==> config.mk <==
export PLATFORM = sky130hd
export DESIGN_NAME = wb_port_arbiter
export DESIGN_NICKNAME = d
export VERILOG_FILES = /design/src/rtl/wb_port_arbiter_pkg.sv /design/src/rtl/wb_port_arbiter_rr_pick2.sv /design/src/rtl/wb_port_arbiter.sv
export SDC_FILE = /design/constraint.sdc
export NUM_CORES = 1
export LEC_CHECK = 0
export CAP_MARGIN = 5
export CORE_ASPECT_RATIO = 0.7
export CORE_UTILIZATION = 38
export DETAILED_ROUTE_END_ITERATION = 6
export GPL_TIMING_DRIVEN = 1
export PLACE_DENSITY = 0.67
export SYNTH_ARGS = -nofsm -noshare
export SYNTH_HDL_FRONTEND = slang
export SYNTH_SLANG_ARGS = --single-unit
==> constraint.sdc <==
create_clock -name cpu_clock_i -period 5.61 [get_ports cpu_clock_i]
set_input_delay 1.122 -clock cpu_clock_i [delete_from_list [all_inputs] [get_ports cpu_clock_i]]
set_output_delay 1.122 -clock cpu_clock_i [all_outputs]
set_load 0.005 [all_outputs]
==> src/rtl/wb_port_arbiter_pkg.sv <==
// Shared types and widths for the write-back port arbiter.
package wb_port_arbiter_pkg;

    localparam int unsigned XLEN   = 32;
    localparam int unsigned PREG_W = 6;
    localparam int unsigned ROB_W  = 5;

    // One buffered execution-unit result.
    typedef struct packed {
        logic [XLEN-1:0]   data;
        logic [PREG_W-1:0] dest;
        logic [ROB_W-1:0]  rob;
        logic              wb;
    } wb_req_t;

endpackage

==> src/rtl/wb_port_arbiter_rr_pick2.sv <==
// Combinational two-winner round-robin selector.
module wb_port_arbiter_rr_pick2 #(
    parameter int unsigned NREQ  = 4,
    parameter int unsigned IDX_W = $clog2(NREQ)
) (
    input  logic [NREQ-1:0]  vld,
    input  logic [IDX_W-1:0] rr_ptr,
    output logic             g0_v,
    output logic [IDX_W-1:0] g0_idx,
    output logic             g1_v,
    output logic [IDX_W-1:0] g1_idx,
    output logic [IDX_W-1:0] next_ptr
);

    function automatic logic [IDX_W-1:0] wrap_idx(input int unsigned v);
        return IDX_W'(v % NREQ);
    endfunction

    // Scan from rr_ptr with wrap; first valid to port 0, second to port 1.
    always_comb begin
        g0_v     = 1'b0;
        g0_idx   = '0;
        g1_v     = 1'b0;
        g1_idx   = '0;
        next_ptr = rr_ptr;
        for (int unsigned i = 0; i < NREQ; i++) begin
            if (vld[wrap_idx(32'(rr_ptr) + i)]) begin
                if (!g0_v) begin
                    g0_v   = 1'b1;
                    g0_idx = wrap_idx(32'(rr_ptr) + i);
                end else if (!g1_v) begin
                    g1_v   = 1'b1;
                    g1_idx = wrap_idx(32'(rr_ptr) + i);
                end
            end
        end
        if (g1_v) begin
            next_ptr = wrap_idx(32'(g1_idx) + 1);
        end else if (g0_v) begin
            next_ptr = wrap_idx(32'(g0_idx) + 1);
        end
    end

endmodule

==> src/rtl/wb_port_arbiter.sv <==
// Shares the two register-file write ports among NREQ result sources.
module wb_port_arbiter
    import wb_port_arbiter_pkg::*;
#(
    parameter int unsigned NREQ  = 4,
    parameter int unsigned IDX_W = $clog2(NREQ)
) (
    input  logic                   cpu_clock_i,
    input  logic                   cpu_reset_i,
    input  logic                   flush_i,
    input  logic [NREQ-1:0]        req_vld_i,
    input  logic [NREQ-1:0]        req_wb_i,
    input  logic [NREQ*XLEN-1:0]   req_data_i,
    input  logic [NREQ*PREG_W-1:0] req_dest_i,
    input  logic [NREQ*ROB_W-1:0]  req_rob_i,
    output logic [NREQ-1:0]        req_rdy_o,
    output logic                   p0_wen,
    output logic [XLEN-1:0]        p0_we_data,
    output logic [PREG_W-1:0]      p0_we_dest,
    output logic                   p1_wen,
    output logic [XLEN-1:0]        p1_we_data,
    output logic [PREG_W-1:0]      p1_we_dest,
    output logic                   alu0_complete,
    output logic [ROB_W-1:0]       alu0_rob_id,
    output logic                   alu1_complete,
    output logic [ROB_W-1:0]       alu1_rob_id,
    output logic                   alu0_reg_ready,
    output logic [PREG_W-1:0]      alu0_reg_dest,
    output logic                   alu1_reg_ready,
    output logic [PREG_W-1:0]      alu1_reg_dest
);

    wb_req_t          in_req [NREQ];
    wb_req_t          buf_q  [NREQ];
    logic [NREQ-1:0]  buf_v;
    logic [IDX_W-1:0] rr_ptr;
    logic [NREQ-1:0]  grant;
    logic             g0_v;
    logic             g1_v;
    logic [IDX_W-1:0] g0_idx;
    logic [IDX_W-1:0] g1_idx;
    logic [IDX_W-1:0] next_ptr;
    wb_req_t          sel0;
    wb_req_t          sel1;

    // Unpack the flat source buses into per-source payloads.
    for (genvar n = 0; n < NREQ; n++) begin : g_unpack
        assign in_req[n] = '{data: req_data_i[XLEN*n +: XLEN],
                             dest: req_dest_i[PREG_W*n +: PREG_W],
                             rob:  req_rob_i[ROB_W*n +: ROB_W],
                             wb:   req_wb_i[n]};
    end

    wb_port_arbiter_rr_pick2 #(
        .NREQ  (NREQ),
        .IDX_W (IDX_W)
    ) u_pick (
        .vld      (buf_v),
        .rr_ptr   (rr_ptr),
        .g0_v     (g0_v),
        .g0_idx   (g0_idx),
        .g1_v     (g1_v),
        .g1_idx   (g1_idx),
        .next_ptr (next_ptr)
    );

    // One-hot-per-port grant vector.
    always_comb begin
        grant = '0;
        if (g0_v) grant[g0_idx] = 1'b1;
        if (g1_v) grant[g1_idx] = 1'b1;
    end

    assign sel0 = buf_q[g0_idx];
    assign sel1 = buf_q[g1_idx];

    // A slot draining this cycle can refill; during flush every handshake completes and is dropped.
    assign req_rdy_o = ~buf_v | grant | {NREQ{flush_i}};

    // Holding-buffer payloads; validity is tracked separately.
    always_ff @(posedge cpu_clock_i) begin
        for (int unsigned n = 0; n < NREQ; n++) begin
            if (req_vld_i[n] && req_rdy_o[n]) buf_q[n] <= in_req[n];
        end
    end

    // Buffer valid bits, round-robin pointer and registered port outputs.
    always_ff @(posedge cpu_clock_i) begin
        if (cpu_reset_i) begin
            buf_v         <= '0;
            rr_ptr        <= '0;
            p0_wen        <= 1'b0;
            p1_wen        <= 1'b0;
            alu0_complete <= 1'b0;
            alu1_complete <= 1'b0;
            p0_we_data    <= '0;
            p1_we_data    <= '0;
            p0_we_dest    <= '0;
            p1_we_dest    <= '0;
            alu0_rob_id   <= '0;
            alu1_rob_id   <= '0;
        end else if (flush_i) begin
            buf_v         <= '0;
            p0_wen        <= 1'b0;
            p1_wen        <= 1'b0;
            alu0_complete <= 1'b0;
            alu1_complete <= 1'b0;
        end else begin
            for (int unsigned n = 0; n < NREQ; n++) begin
                if (req_vld_i[n] && req_rdy_o[n]) begin
                    buf_v[n] <= 1'b1;
                end else if (grant[n]) begin
                    buf_v[n] <= 1'b0;
                end
            end
            rr_ptr        <= next_ptr;
            alu0_complete <= g0_v;
            alu1_complete <= g1_v;
            p0_wen        <= g0_v & sel0.wb;
            p1_wen        <= g1_v & sel1.wb;
            if (g0_v) begin
                p0_we_data  <= sel0.data;
                p0_we_dest  <= sel0.dest;
                alu0_rob_id <= sel0.rob;
            end
            if (g1_v) begin
                p1_we_data  <= sel1.data;
                p1_we_dest  <= sel1.dest;
                alu1_rob_id <= sel1.rob;
            end
        end
    end

    // Wakeup mirrors the write port.
    assign alu0_reg_ready = p0_wen;
    assign alu1_reg_ready = p1_wen;
    assign alu0_reg_dest  = p0_we_dest;
    assign alu1_reg_dest  = p1_we_dest;

endmodule

; Word level (Yosys, flattened, before mapping)
; Memories as Yosys holds them, arrays and structs flattened.
; Index checks and enable logic that the tools add are counted.
[totals]
regBits = 96
inputBits = 183
elab_cells = 108
ram_bits = 176
memories = 1
output_inout_bits = 108
[op_classes]
reduce_logical = 15
n_bitwise = 7
muxes = 57
add_sub_neg = 5
order_cmp = 8
[memory_table]
columns = memory, depth, word_bits, read_ports, rd_ports_with_merged_regs, wr, line
row1 = buf_q, 4, 44, 2, 0, 4, wb_port_arbiter.sv:34  ; wb_req_t buf_q [NREQ];
[ops]
columns = cell, n
row1 = two-way mux 2 bit, 17
row2 = two-way mux 1 bit, 32
row3 = "less-than comparator 2 x 3 -> 1 bit, second input constant", 6
row4 = OR 4 bit, 3
row5 = nonzero test 2 bit, 5
row6 = binary-select mux 1 bit (select 2 bit), 4
row7 = two-way mux 4 bit, 2
row8 = "adder 2 x 1 -> 2 bit, second input constant", 3
row9 = logical AND 1 bit, 6
row10 = AND reduction 2 bit, 3
row11 = "adder 2 bit, second input constant", 2
row12 = demux 1 bit (select 2 bit), 2
row13 = "greater-or-equal comparator 2 x 1 -> 1 bit, second input constant", 2
row14 = NOT 4 bit, 1
row15 = AND 1 bit, 2
row16 = OR reduction 2 bit, 1
row17 = NOT 1 bit, 1

; Logic depth before layout (Yosys ltp)
[depth]
ltp_word = 22
mapped_depth = 14

; Modules after synthesis
; From an unflattened synthesis, not the netlist that was laid out.
[hier_totals]
cells_unflattened = 831
area_unflattened_um2 = 11512.3
[by_module_without_submodules]
columns = module, n_inst, cells_per_inst, seq_area_each_um2, area_per_inst_um2
row1 = wb_port_arbiter, 1, 729, 7206.9, 10830.4
row2 = wb_port_arbiter_rr_pick2, 1, 102, 0.0, 681.9

; Worst setup path after synthesis
; Ideal clock, no wire load.
[synth_path]
kind = register to register
start = register rr_ptr[0]
end = memory buf_q[0][0] in the netlist's numbering, enable pin
setup_time_ns = 0.457
arrival_time_ns = 4.779
period_less_slack_ns = 5.236
stages_incl_launch_ff = 13
required_time_ns = 5.153
setup_slack_ns = 0.374
cell_sequence = dfxtp_1 clkbuf_1 buf_1 o21ai_0 ha_1 and3_1 nor3_1 a211o_1 buf_4 buf_6 buf_6 a21oi_1 a21boi_1
[synth_rtl]
columns = element, line
row1 = "start, declared", wb_port_arbiter.sv:36  ; logic [IDX_W-1:0] rr_ptr;
row2 = "start signal, assigned", wb_port_arbiter.sv:116  ; rr_ptr <= next_ptr;
row3 = "end, declared", wb_port_arbiter.sv:34

; Worst setup path after layout
[layout_path]
start = register rr_ptr[1]
end = output req_rdy_o[2]
[layout_between]
elab_chain_len = 19
[layout_lines]
columns = element, line
row1 = branches (longest 16 deep; another with less-than comparator 2 x 3 -> 1 bit), -
row2 = two-way mux 4 bit (*), wb_port_arbiter.sv:71  ; if (g1_v) grant[g1_idx] = 1'b1;
row3 = OR 4 bit (*) (2 in a row), wb_port_arbiter.sv:78  ; assign req_rdy_o = ~buf_v | grant | {NREQ{flush_i}};
row4 = "end, declared", wb_port_arbiter.sv:16  ; output logic [NREQ-1:0] req_rdy_o,
; Every way passes the cells marked *. The select of a mux whose other input is x is not followed.

==> qor.csv <==
stage;metric;value;unit
power;p_switching;0.00123;W
global_routing;grt_antenna_before_repair;4;
power;clkPwrFrac;37.5;%
detailed_routing;postRouteAntennaNets;0;
critical_path;cp_num_buf_inv;1;
detailed_routing;vias_per_cell;5.50;
timing;final_hold_viol_count;0;
floorplanning;die-area;30800;um2
critical_path;cp_slowest_cell;dfxtp_1;
critical_path;criticalPathCategory;reg2out;
detailed_routing;routed_wl;34100;um
timing;relSlewSlack;23.3;%
timing;fin_crit_sh;93.5;%
finish;nets;1285;
power;leakagePower;6.22;nW
timing;fin_setup_tns;0;ps
critical_path;critPathMaxFanout;23;
detailed_routing;via_count;8244;
timing;worst_pin_slew;1150;ps
yosys;yosysUniqueCellTypes;61;
clock_network;cts_root_buffer;clkbuf_16;
yosys;async_flop_share;0;%
floorplanning;pin_count;291;
place;gp_congestion;0.857;
power;p_int;0.00378;W
finish;layout_commonest_cell;clkdlybuf4s50_1;
critical_path;arrival;4130;ps
finish;layout_common_cells;clkdlybuf4s50_1, mux2i_1, edfxtp_1;
finish;final_area;15600;um2
global_routing;grt_pass1_vias;8229;
yosys;seq_area_frac_synth;63.0;%
critical_path;critPathLaunchType;flop;
power;power_density;322;nW/um2
detailed_routing;drt-initial-drc-count;523;
clock_network;cts_max_level;1;
clock_network;postCtsSetupBuffers;0;
yosys;synth-edff-count;176;
clock_network;clk_pin_slew_worst_paths;60;ps
timing;fin_crit;5250;ps
clock_network;holdBufCountCts;0;
finish;post-route-util;53.2;%
yosys;ys_ff_latch;272;
power;seqPwrFrac;47.1;%
timing;fmax;191;MHz
critical_path;required;4490;ps
critical_path;crit_family;compound AO/OA/AOI/OAI gates;
critical_path;setup.worst_path.end_class;output port;
yosys;synth_fp_nets;1017;
clock_network;cts_buffers;28;
finish;layout.cells.non_filler;1500;
place;port_buffers;290;
global_routing;grt_usage;21.6;%
power;vdd_drop_max;0.186;mV
yosys;avgSynthCellArea;13.8;um2
floorplanning;row_count;52;
clock_network;clk_latency;550;ps
floorplanning;die_w;209;um
floorplanning;core_area;29300;um2
global_routing;grt_pass1_wl;50000;um
yosys;ys.flop_type;edfxtp_1;
timing;rsz0062_at_grt;no;
place;placedCellCount;1448;
job;maxCapViolations;0;
clock_network;tritoncts;built;
power;power_frac_comb;15.4;%
finish;fill_cells;2459;
yosys;ys.warnings.count;0;
power;total_power;0.00502;W
status;outcome;complete, no violations;
place;placed_cell_area;14600;um2
yosys;synth_area;11400;um2
yosys;synth_cells;832;
clock_network;cts_buffer_depth;3;
timing;setup_viol;0;
critical_path;cp_slowest_stage_delay;800;ps
finish;area_growth;36.0;%
detailed_routing;drc_errors;0;
timing;drv_slew;0;
global_routing;grt_max_degree;55;
detailed_routing;first_pass_iters;4;
detailed_routing;wire_per_inst;22.7;um
critical_path;crit_chain;mux2_2, nand2_1, o21ai_0, ha_1, mux2i_1, o31a_1, a211o_4, a221o_1, or2_1, clkdlybuf4s50_1;
finish;drive_gt1_share;7.59;%
power;p_sw_share;24.6;%
floorplanning;die_height;147;um
clock_network;cts_resized;0;
worst_hold_path;hp-class;reg2reg;
floorplanning;initial_core_util;39.1;%
clock_network;clock-sinks;272;
timing;fin_skew;14.7;ps
place;dpl.hpwl;22300;um
global_routing;grt_overflow;0;
## cell type report
class	instances	area [um2]	share of cell area, %
tap	378	473	3.04
sequential	272	7210	46.3
timing repair buffer	310	3080	19.8
multi-input combinational	483	3870	24.8
antenna	2	5.00	0.0321
clock inverter	12	139	0.892
inverter	5	18.8	0.121
clock buffer	38	779	5.01
## layer usage
metal  vias up  global-route usage [%]  wire [um]
li1       3789                       -          -
met1      4005                    30.4      15400
met2       404                    32.9      15000
met3        44                    5.96       3080
met4         2                    5.11        584
met5         -                       0         15
## kinds of logic (layout without fill, tap and decap cells)
group	Yosys count	after routing	synth area share [%]
buffers and inverters	77	365	3.73
flip-flops	272	272	63.0
AO/OA/AOI/OAI	160	160	11.7
XOR/XNOR	1	1	0.0765
multiplexers	178	178	15.6
adder cells (fa/ha/maj)	4	4	0.394
other	0	2	0
AND/OR/NAND/NOR	140	140	5.59
## worst paths after layout
| kind | slack (ps) | depth (start not counted) | endpoint | from |
|---|---|---|---|---|
| min | 460 | 2 | p1_we_data[22] | p1_we_data[22] |
| max reg2reg | 960 | 11 | p0_we_data[18] | rr_ptr[1] |
| max | 360 | 10 | req_rdy_o[2] | rr_ptr[1] |
| min reg2reg | 460 | 2 | p1_we_data[22] | p1_we_data[22] |
## registers in the layout, summed over array words and instances, names as in the netlist
signal	flops
p0_we_data	32
alu1_reg_ready	1
alu0_reg_dest	6
rr_ptr	2
alu0_reg_ready	1
alu0_rob_id	5
alu0_complete	1
alu1_complete	1
alu1_rob_id	5
alu1_reg_dest	6
buf_q	176
p1_we_data	32
buf_v	4
## metrics by stage
| stage | setup slack [ps] | hold WS [ps] |
|---|---|---|
| floorplan | 374 | 457 |
| global placement | 1070 | 444 |
| detailed placement | 1000 | 449 |
| CTS | 401 | 467 |
| global route | 137 | 484 |
| finish | 362 | 460 |
## synthesized netlist by cell type, drive strengths merged, types with 3 or more instances
cell type | n | area share (%)
o31a | 4 | 0.31
inv | 5 | 0.16
a21oi | 8 | 0.35
edfxtp | 176 | 46
a21boi | 4 | 0.26
o221ai | 80 | 6.1
mux2i | 176 | 15
clkbuf | 30 | 0.98
nor2 | 20 | 0.66
nand2 | 89 | 2.9
o21ai | 8 | 0.35
o21a | 7 | 0.46
o211ai | 9 | 0.59
buf | 42 | 2.6
o22ai | 4 | 0.22
a2111oi | 9 | 0.85
and3 | 3 | 0.16
a221oi | 8 | 0.61
or2 | 3 | 0.16
a211oi | 3 | 0.20
nor3 | 5 | 0.26
dfxtp | 96 | 17
## worst reg2reg max path: cells and delay by family, from the launching register on
kind	cells	cell delay, ps
AND/OR/NAND/NOR	3	550
AO/OA/AOI/OAI	3	780
flip-flops	1	800
adder cells (fa/ha/maj)	1	340
multiplexers	2	740
buffers and inverters	2	1320
## power groups by stage
stage                     Sequential [W]  Combinational (W)  Clock, W
after detailed placement         0.00240           0.000774         0
final                            0.00236           0.000772   0.00188
after global placement           0.00240           0.000764         0
after global routing             0.00238           0.000822   0.00200
after floorplan                  0.00237           0.000444         0
after CTS                        0.00236           0.000777   0.00192
(Power assumes the default switching activity.)
